<file path="src/rtl/seven_seg_scan_driver.sv">
// Four-digit common-anode hex scanner for a 16-bit adder sum and its carry-out.
// Mid-frame loads wait in a shadow register and reach the display only at the frame wrap.
module seven_seg_scan_driver #(
    parameter int REFRESH_DIV  = 50000,
    parameter int BLANK_CYCLES = 16
) (
    input  logic        clk,
    input  logic        reset,
    input  logic        load,
    input  logic [15:0] value,
    input  logic        carry,
    input  logic        blank_lz,
    output logic [3:0]  an,
    output logic [6:0]  seg,
    output logic        dp
);
    localparam int CNT_MAX = (REFRESH_DIV > BLANK_CYCLES) ? REFRESH_DIV : BLANK_CYCLES;
    localparam int CNT_W   = (CNT_MAX > 1) ? $clog2(CNT_MAX) : 1;
    localparam logic [CNT_W-1:0] SHOW_LAST  = CNT_W'(REFRESH_DIV - 1);
    localparam logic [CNT_W-1:0] BLANK_LAST = CNT_W'((BLANK_CYCLES > 0) ? BLANK_CYCLES - 1 : 0);

    typedef enum logic [1:0] {IDLE, SHOW, BLANK} state_t;

    state_t           state_q, state_d;
    logic [1:0]       idx_q, idx_d;
    logic [CNT_W-1:0] cnt_q, cnt_d;
    logic [15:0]      shadow_val_q, shadow_val_d, disp_val_q, disp_val_d;
    logic             shadow_car_q, shadow_car_d, disp_car_q, disp_car_d;
    logic             pending_q, pending_d;
    logic [3:0]       an_q, an_d;
    logic [6:0]       seg_q, seg_d;
    logic             dp_q, dp_d;
    logic             wrap;
    logic [3:0]       nibble;
    logic             suppress;

    function automatic logic [6:0] hex7(input logic [3:0] h);
        case (h)
            4'h0: hex7 = 7'h40;  4'h1: hex7 = 7'h79;  4'h2: hex7 = 7'h24;  4'h3: hex7 = 7'h30;
            4'h4: hex7 = 7'h19;  4'h5: hex7 = 7'h12;  4'h6: hex7 = 7'h02;  4'h7: hex7 = 7'h78;
            4'h8: hex7 = 7'h00;  4'h9: hex7 = 7'h10;  4'hA: hex7 = 7'h08;  4'hB: hex7 = 7'h03;
            4'hC: hex7 = 7'h46;  4'hD: hex7 = 7'h21;  4'hE: hex7 = 7'h06;  default: hex7 = 7'h0E;
        endcase
    endfunction

    always_comb begin
        // NOTE: every _d gets a hold default first so no path through this block infers a latch.
        state_d      = state_q;
        idx_d        = idx_q;
        cnt_d        = cnt_q;
        shadow_val_d = shadow_val_q;
        shadow_car_d = shadow_car_q;
        disp_val_d   = disp_val_q;
        disp_car_d   = disp_car_q;
        pending_d    = pending_q;

        case (state_q)
            IDLE: if (load) begin
                state_d = SHOW;
                idx_d   = 2'd0;
                cnt_d   = '0;
            end
            SHOW: if (cnt_q == SHOW_LAST) begin
                cnt_d = '0;
                if (BLANK_CYCLES == 0) idx_d = idx_q + 2'd1;
                else                   state_d = BLANK;
            end else begin
                cnt_d = cnt_q + CNT_W'(1);
            end
            BLANK: if (cnt_q == BLANK_LAST) begin
                cnt_d   = '0;
                idx_d   = idx_q + 2'd1;
                state_d = SHOW;
            end else begin
                cnt_d = cnt_q + CNT_W'(1);
            end
            default: state_d = IDLE;
        endcase

        wrap = (state_q != IDLE) && (idx_q == 2'd3) && (idx_d == 2'd0);
        if (state_q == IDLE || wrap) begin
            if (load) begin
                disp_val_d = value;
                disp_car_d = carry;
                pending_d  = 1'b0;
            end else if (pending_q) begin
                disp_val_d = shadow_val_q;
                disp_car_d = shadow_car_q;
                pending_d  = 1'b0;
            end
        end else if (load) begin
            shadow_val_d = value;
            shadow_car_d = carry;
            pending_d    = 1'b1;
        end

        // Outputs are decoded from the next state so they land on the same edge as it.
        an_d     = 4'hF;
        seg_d    = 7'h7F;
        dp_d     = 1'b1;
        nibble   = disp_val_d[{idx_d, 2'b00} +: 4];
        suppress = blank_lz && (idx_d != 2'd0) && ((disp_val_d >> {idx_d, 2'b00}) == 16'd0);
        if (state_d == SHOW) begin
            if (!suppress) begin
                an_d[idx_d] = 1'b0;
                seg_d       = hex7(nibble);
            end
            if (idx_d == 2'd3 && disp_car_d) begin
                an_d[3] = 1'b0;
                dp_d    = 1'b0;
            end
        end
    end

    always_ff @(posedge clk) begin
        if (reset) begin
            state_q      <= IDLE;
            idx_q        <= 2'd0;
            cnt_q        <= '0;
            shadow_val_q <= 16'd0;
            shadow_car_q <= 1'b0;
            disp_val_q   <= 16'd0;
            disp_car_q   <= 1'b0;
            pending_q    <= 1'b0;
            an_q         <= 4'hF;
            seg_q        <= 7'h7F;
            dp_q         <= 1'b1;
        end else begin
            // NOTE: non-blocking assignments so every register samples pre-edge values.
            state_q      <= state_d;
            idx_q        <= idx_d;
            cnt_q        <= cnt_d;
            shadow_val_q <= shadow_val_d;
            shadow_car_q <= shadow_car_d;
            disp_val_q   <= disp_val_d;
            disp_car_q   <= disp_car_d;
            pending_q    <= pending_d;
            an_q         <= an_d;
            seg_q        <= seg_d;
            dp_q         <= dp_d;
        end
    end

    assign an  = an_q;
    assign seg = seg_q;
    assign dp  = dp_q;
endmodule

</file>
<file path="config.mk">
export PLATFORM = sky130hd
export DESIGN_NAME = seven_seg_scan_driver
export DESIGN_NICKNAME = d
export VERILOG_FILES = /design/src/rtl/seven_seg_scan_driver.sv
export SDC_FILE = /design/constraint.sdc
export NUM_CORES = 1
export LEC_CHECK = 0
export CAP_MARGIN = 20
export CORE_UTILIZATION = 40
export CTS_CLUSTER_SIZE = 28
export DETAILED_ROUTE_END_ITERATION = 16
export SLEW_MARGIN = 20
export SYNTH_ARGS = -nofsm -noshare
export SYNTH_HDL_FRONTEND = slang
export SYNTH_SLANG_ARGS = --single-unit
</file>
<file path="constraint.sdc">
create_clock -name clk -period 9.6 [get_ports clk]
set_clock_uncertainty 0.2 [all_clocks]
set_input_delay 1.92 -clock clk [delete_from_list [all_inputs] [get_ports clk]]
set_output_delay 1.92 -clock clk [all_outputs]
set_load 0.1 [all_outputs]
</file>
After elaboration in Yosys (flattened, before gate mapping) --
Memories as Yosys holds them, arrays and structs flattened. A register that Yosys moved wholly into a read port is not among the register bits. Index checks and enable logic that the tools add are counted.
Cells by class: $add $sub $neg 2, multiplexer cells 22, shift-type cells 2, bitwise logic cells 3, magnitude comparators 2, reduce and logical (&&, ||, !) cells 18, equality and inequality tests 8
Operators by type and width (number):
- $mux 16 | 6
- $pmux 16 s3 | 1
- $add 16x1->16 const B | 1
- $eq 16x16->1 const B | 1
- $eq 16x4->1 const B | 1
- $logic_not 16->1 | 1
- $shiftx 16x5->4 | 1
- $shr 16x4->16 | 1
- $mux 2 | 5
- $eq 2x2->1 const B | 3
- $logic_and 1x1->1 | 6
- $mux 1 | 6
- $pmux 2 s3 | 1
- $eq 2x1->1 const B | 2
- $logic_not 2->1 | 2
- $mux 4 | 1
- $not 4->4 | 1
- $pmux 2 s2 | 1
- $reduce_and 2->1 | 2
- $reduce_bool 2->1 | 2
- $reduce_or 2->1 | 2
- $lt 2x3->1 const B | 1
- $reduce_bool 3->1 | 1
- $reduce_or 3->1 | 1
- 6 further kinds | 7
Storage, ports and cells: bits in read-only memories 112, logic and storage cells 69, memories kept 1, bits in registers 60, output and inout bits 12
Memories:
- (name not given) | depth 16, bits a word 7, rd ports 1, clocked after memory_dff 1, write ports 0, line 38 | case (h)

Logic depth before layout (Yosys ltp) --
word-level depth 12, gate-level depth with buffers 17, gate-level depth less buffers 15

Worst setup path before layout --
No wires, ideal clock.
path type input port to flip-flop, from input load, to register seg_q[5], in the netlist seg[5], cell stages on the path 14, data required time 9.259 ns, path slack 4.615 ns, arrival 4.644 ns, cell sequence clkbuf_1 mux2_2 and3_1 a2111oi_4 buf_4 nor3b_1 o21ai_1 o221ai_1 o221a_2 ha_1 and3_1 nand3_1 o21a_2 o221ai_1
On the way: longest elaborated chain between the ends 10
Ends and longest elaborated chain:
- start: declaration | line 9 | input logic load,
- $mux 2 | line 58 | IDLE: if (load) begin
- $pmux 2 s2 | line 57 | case (state_q)
- $logic_not 2->1 | line 80 | wrap = (state_q != IDLE) && (idx_q == 2'd3) && (idx_d == 2'd0);
- $logic_and 1x1->1 | line 80
- $logic_or 1x1->1 | line 81 | if (state_q == IDLE || wrap) begin
- $mux 16 | line 81
- $shr 16x4->16 | line 102 | suppress = blank_lz && (idx_d != 2'd0) && ((disp_val_d >> {idx_d, 2'b00}) == 16'd0);
- $logic_not 16->1 | line 102
- $logic_and 1x1->1 | line 102
- $reduce_or 3->1 (no line)
- end: declaration | line 31 | logic [6:0] seg_q, seg_d;
Parallel ways exist; a longest one is shown, timed or not. A chain may end at the register's enable or synchronous reset.

Worst setup path after layout --
from input load, to register seg_q[1], in the netlist seg[1]
Same word-level chain as after synthesis.

==> flow_metrics.tcl <==
set metrics [dict create \
    p_per_area_mw_per_mm2 159 \
    min_period_ns 5.89 \
    synth_edf_count 0 \
    syn_avg_cell_area_sq_um 8.18 \
    wl_mm 9.22 \
    internal_power_w 0.000447 \
    insertion_delay_ns 0.35 \
    synth_top_family_by_area "simple AND/OR/NAND/NOR gates" \
    end_kind "flip-flop" \
    via_per_inst 5.71 \
    synth.cell_area_sq_mm 0.00370 \
    finalCritPeriodShare_pct 61.3 \
    vias 3348 \
    cts_buffer_depth 2 \
    critPathArrivalTime_ns 5.96 \
    async_reset_ff_share_pct 0 \
    wl_per_cell_um 15.7 \
    synth_compound_gate_area_share_pct 22.7 \
    final-setup-viol-count 0 \
    layout_common_cells "dfxtp_1, nor2_1, nand2_1, nand3_1, clkdlybuf4s50_1" \
    tns_ns 0 \
    yosys.area_share.simple_pct 24.1 \
    maxCapViolations 0 \
    clkPwrFrac_pct 33.0 \
    dp_hpwl_mm 6.25 \
    drc 0 \
    synthCells 452 \
    cts_resized 0 \
    hold_violations 0 \
    drt_iter0_markers 170 \
    rows 34 \
    drt.antenna.violating_nets 0 \
    path_clk_slew_ns 0.08 \
    portBuffers 32 \
    synth_nets 485 \
    p_sw_w 0.000228 \
    grt_max_degree 47 \
    cts_tree "done" \
    final_common_cell "dfxtp_1" \
    fmax_mhz 170 \
    grt_pass1_vias 3112 \
    grt_usage_pct 19.9 \
    fin_nets 506 \
    grt_pass1_wl_mm 15.3 \
    totalPowerFinal_w 0.000676 \
    synthDistinctLibCells 63 \
    n_antenna_cell 0 \
    cp.required_ns 9.68 \
    cts_htree_levels 3 \
    synthMuxAreaShare_pct 4.57 \
    yosysSeqAreaShare_pct 36.3 \
    final_cells 586 \
    dr.pass1.iters 5 \
    cts_root_buffer "clkbuf_8" \
    critPathKind "in -> reg" \
    maxSlewViolCount 0 \
    fp.dieArea_sq_mm 0.00964 \
    synth_fa_ha_area_share_pct 4.06 \
    core_sq_mm 0.00885 \
    clock-sinks 67 \
    cts_made_buffers 9 \
    status "complete, no violations" \
    cts_setup_buffers 0 \
    synth_flop_cell "dfxtp_1" \
    min_path_type "reg -> reg" \
    synth-seq-cells 67 \
    antenna_found_initial 0 \
    worst_pin_slew_ns 0.994 \
    comb_power_share_pct 22.6 \
    drive_gt1_share_pct 7.53 \
    path_max_fanout 46 \
    synth_xor_area_share_pct 4.03 \
    start_util_pct 41.8 \
    gp_congestion 0.842 \
    peakVddDrop_uv 106 \
    io_pins 33 \
    dp.cells 570 \
    area_growth_syn_to_layout_pct 15.2 \
    die_w_um 98.2 \
    start_kind "input pin" \
    fp.dieH_um 98.2 \
    max_slew_margin_pct 33.7 \
    yosysWarnings 0 \
    power_leakage_nw 1.55 \
    hold_buffers 0 \
    rsz0062_at_grt "no" \
    swShare_pct 33.8 \
    power_frac_seq_pct 44.4 \
    gr-total-overflow 0 \
]
==> cell usage after synthesis (4+ instances only) <==
master,number,area share (%)
nor3b_1,4,0.81
nand3_1,37,5.0
dfxtp_1,67,36
nand3b_1,6,1.2
a22oi_1,4,0.81
nand4_1,9,1.5
a21oi_1,30,4.1
o21a_1,4,0.81
mux2i_1,12,3.2
o22ai_1,6,1.0
clkbuf_1,20,2.0
and3_1,7,1.2
inv_1,12,1.2
ha_1,12,4.1
o21ai_0,22,3.0
nor2_1,57,5.8
xor2_1,14,3.3
o221ai_1,7,1.7
nand2_1,45,4.6
==> power groups by stage <==
| stage | logic (W) | registers [W] | clock network (W) |
|---|---|---|---|
| 2_1_floorplan | 0.0000817 | 0.000336 | 0 |
| 5_1_grt | 0.000166 | 0.000302 | 0.000240 |
| 6_report | 0.000153 | 0.000300 | 0.000223 |
| 3_5_place_dp | 0.000152 | 0.000307 | 0 |
| 3_3_place_gp | 0.000151 | 0.000306 | 0 |
| 4_1_cts | 0.000153 | 0.000300 | 0.000228 |
==> path summary, 6_finish.rpt <==
check	from	end	slack [ns]	cells after the start
max reg2reg	state_q[0]	seg[5]	4.71	15
min	shadow_val_q[3]	shadow_val_q[3]	0.26	2
min reg2reg	shadow_val_q[3]	shadow_val_q[3]	0.26	2
max	load	seg[1]	3.71	14
==> cell type report <==
cell class	instances	area, sq um
clock inverters	6	47.5
fillers	895	4590
repair buffers	36	350
multi-input cells	345	2200
well taps	108	135
flip-flops and latches	67	1340
clock buffers	10	138
inverters	14	52.6
==> per-stage QoR <==
stage / worst slack, ns / hold slack, ns / area, sq um / utilization, %
floorplan: 4.62 / 0.237 / 3700 / -
global placement: 3.44 / 0.244 / 4080 / 46.1
detailed placement: 3.42 / 0.248 / 4080 / 46.1
CTS: 3.78 / 0.260 / 4260 / 48.1
global route: 3.40 / 0.273 / 4260 / 48.1
finish: 3.71 / 0.262 / 4260 / 48.1
==> logic make-up after synthesis <==
family,after synthesis
AO/OA/AOI/OAI,114
XOR/XNOR,17
adder cells (fa/ha/maj),12
buffers and inverters,40
flip-flops,67
multiplexers,16
AND/OR/NAND/NOR,186
==> metal layers <==
metal	share of wire (%)	GRT usage, %	wire length [um]
met4	1.4	5.63	129
met3	4.7	4.87	436
met5	0	0	0
met2	49	33.8	4510
met1	45	25.0	4140
==> worst max-delay path, cell delays in order <==
cell and delay [ns]:
clkdlybuf4s50_1 0.45, buf_4 0.38, mux2_2 0.26, nand3_1 0.11
o2111ai_2 0.62, nand2_1 0.26, o221ai_1 0.33, mux2i_1 0.14
o21ai_1 0.49, ha_1 0.31, and3_1 0.16, nand3_1 0.10
o21a_2 0.30, o211ai_1 0.11
==> registers in the layout, indices dropped and copies added, names as in the netlist <==
| signal | flops |
|---|---|
| an | 4 |
| cnt_q | 16 |
| disp_car_q | 1 |
| disp_val_q | 16 |
| dp | 1 |
| idx_q | 2 |
| pending_q | 1 |
| seg | 7 |
| shadow_car_q | 1 |
| shadow_val_q | 16 |
| state_q | 2 |
Power figures use the tool's default switching activity.
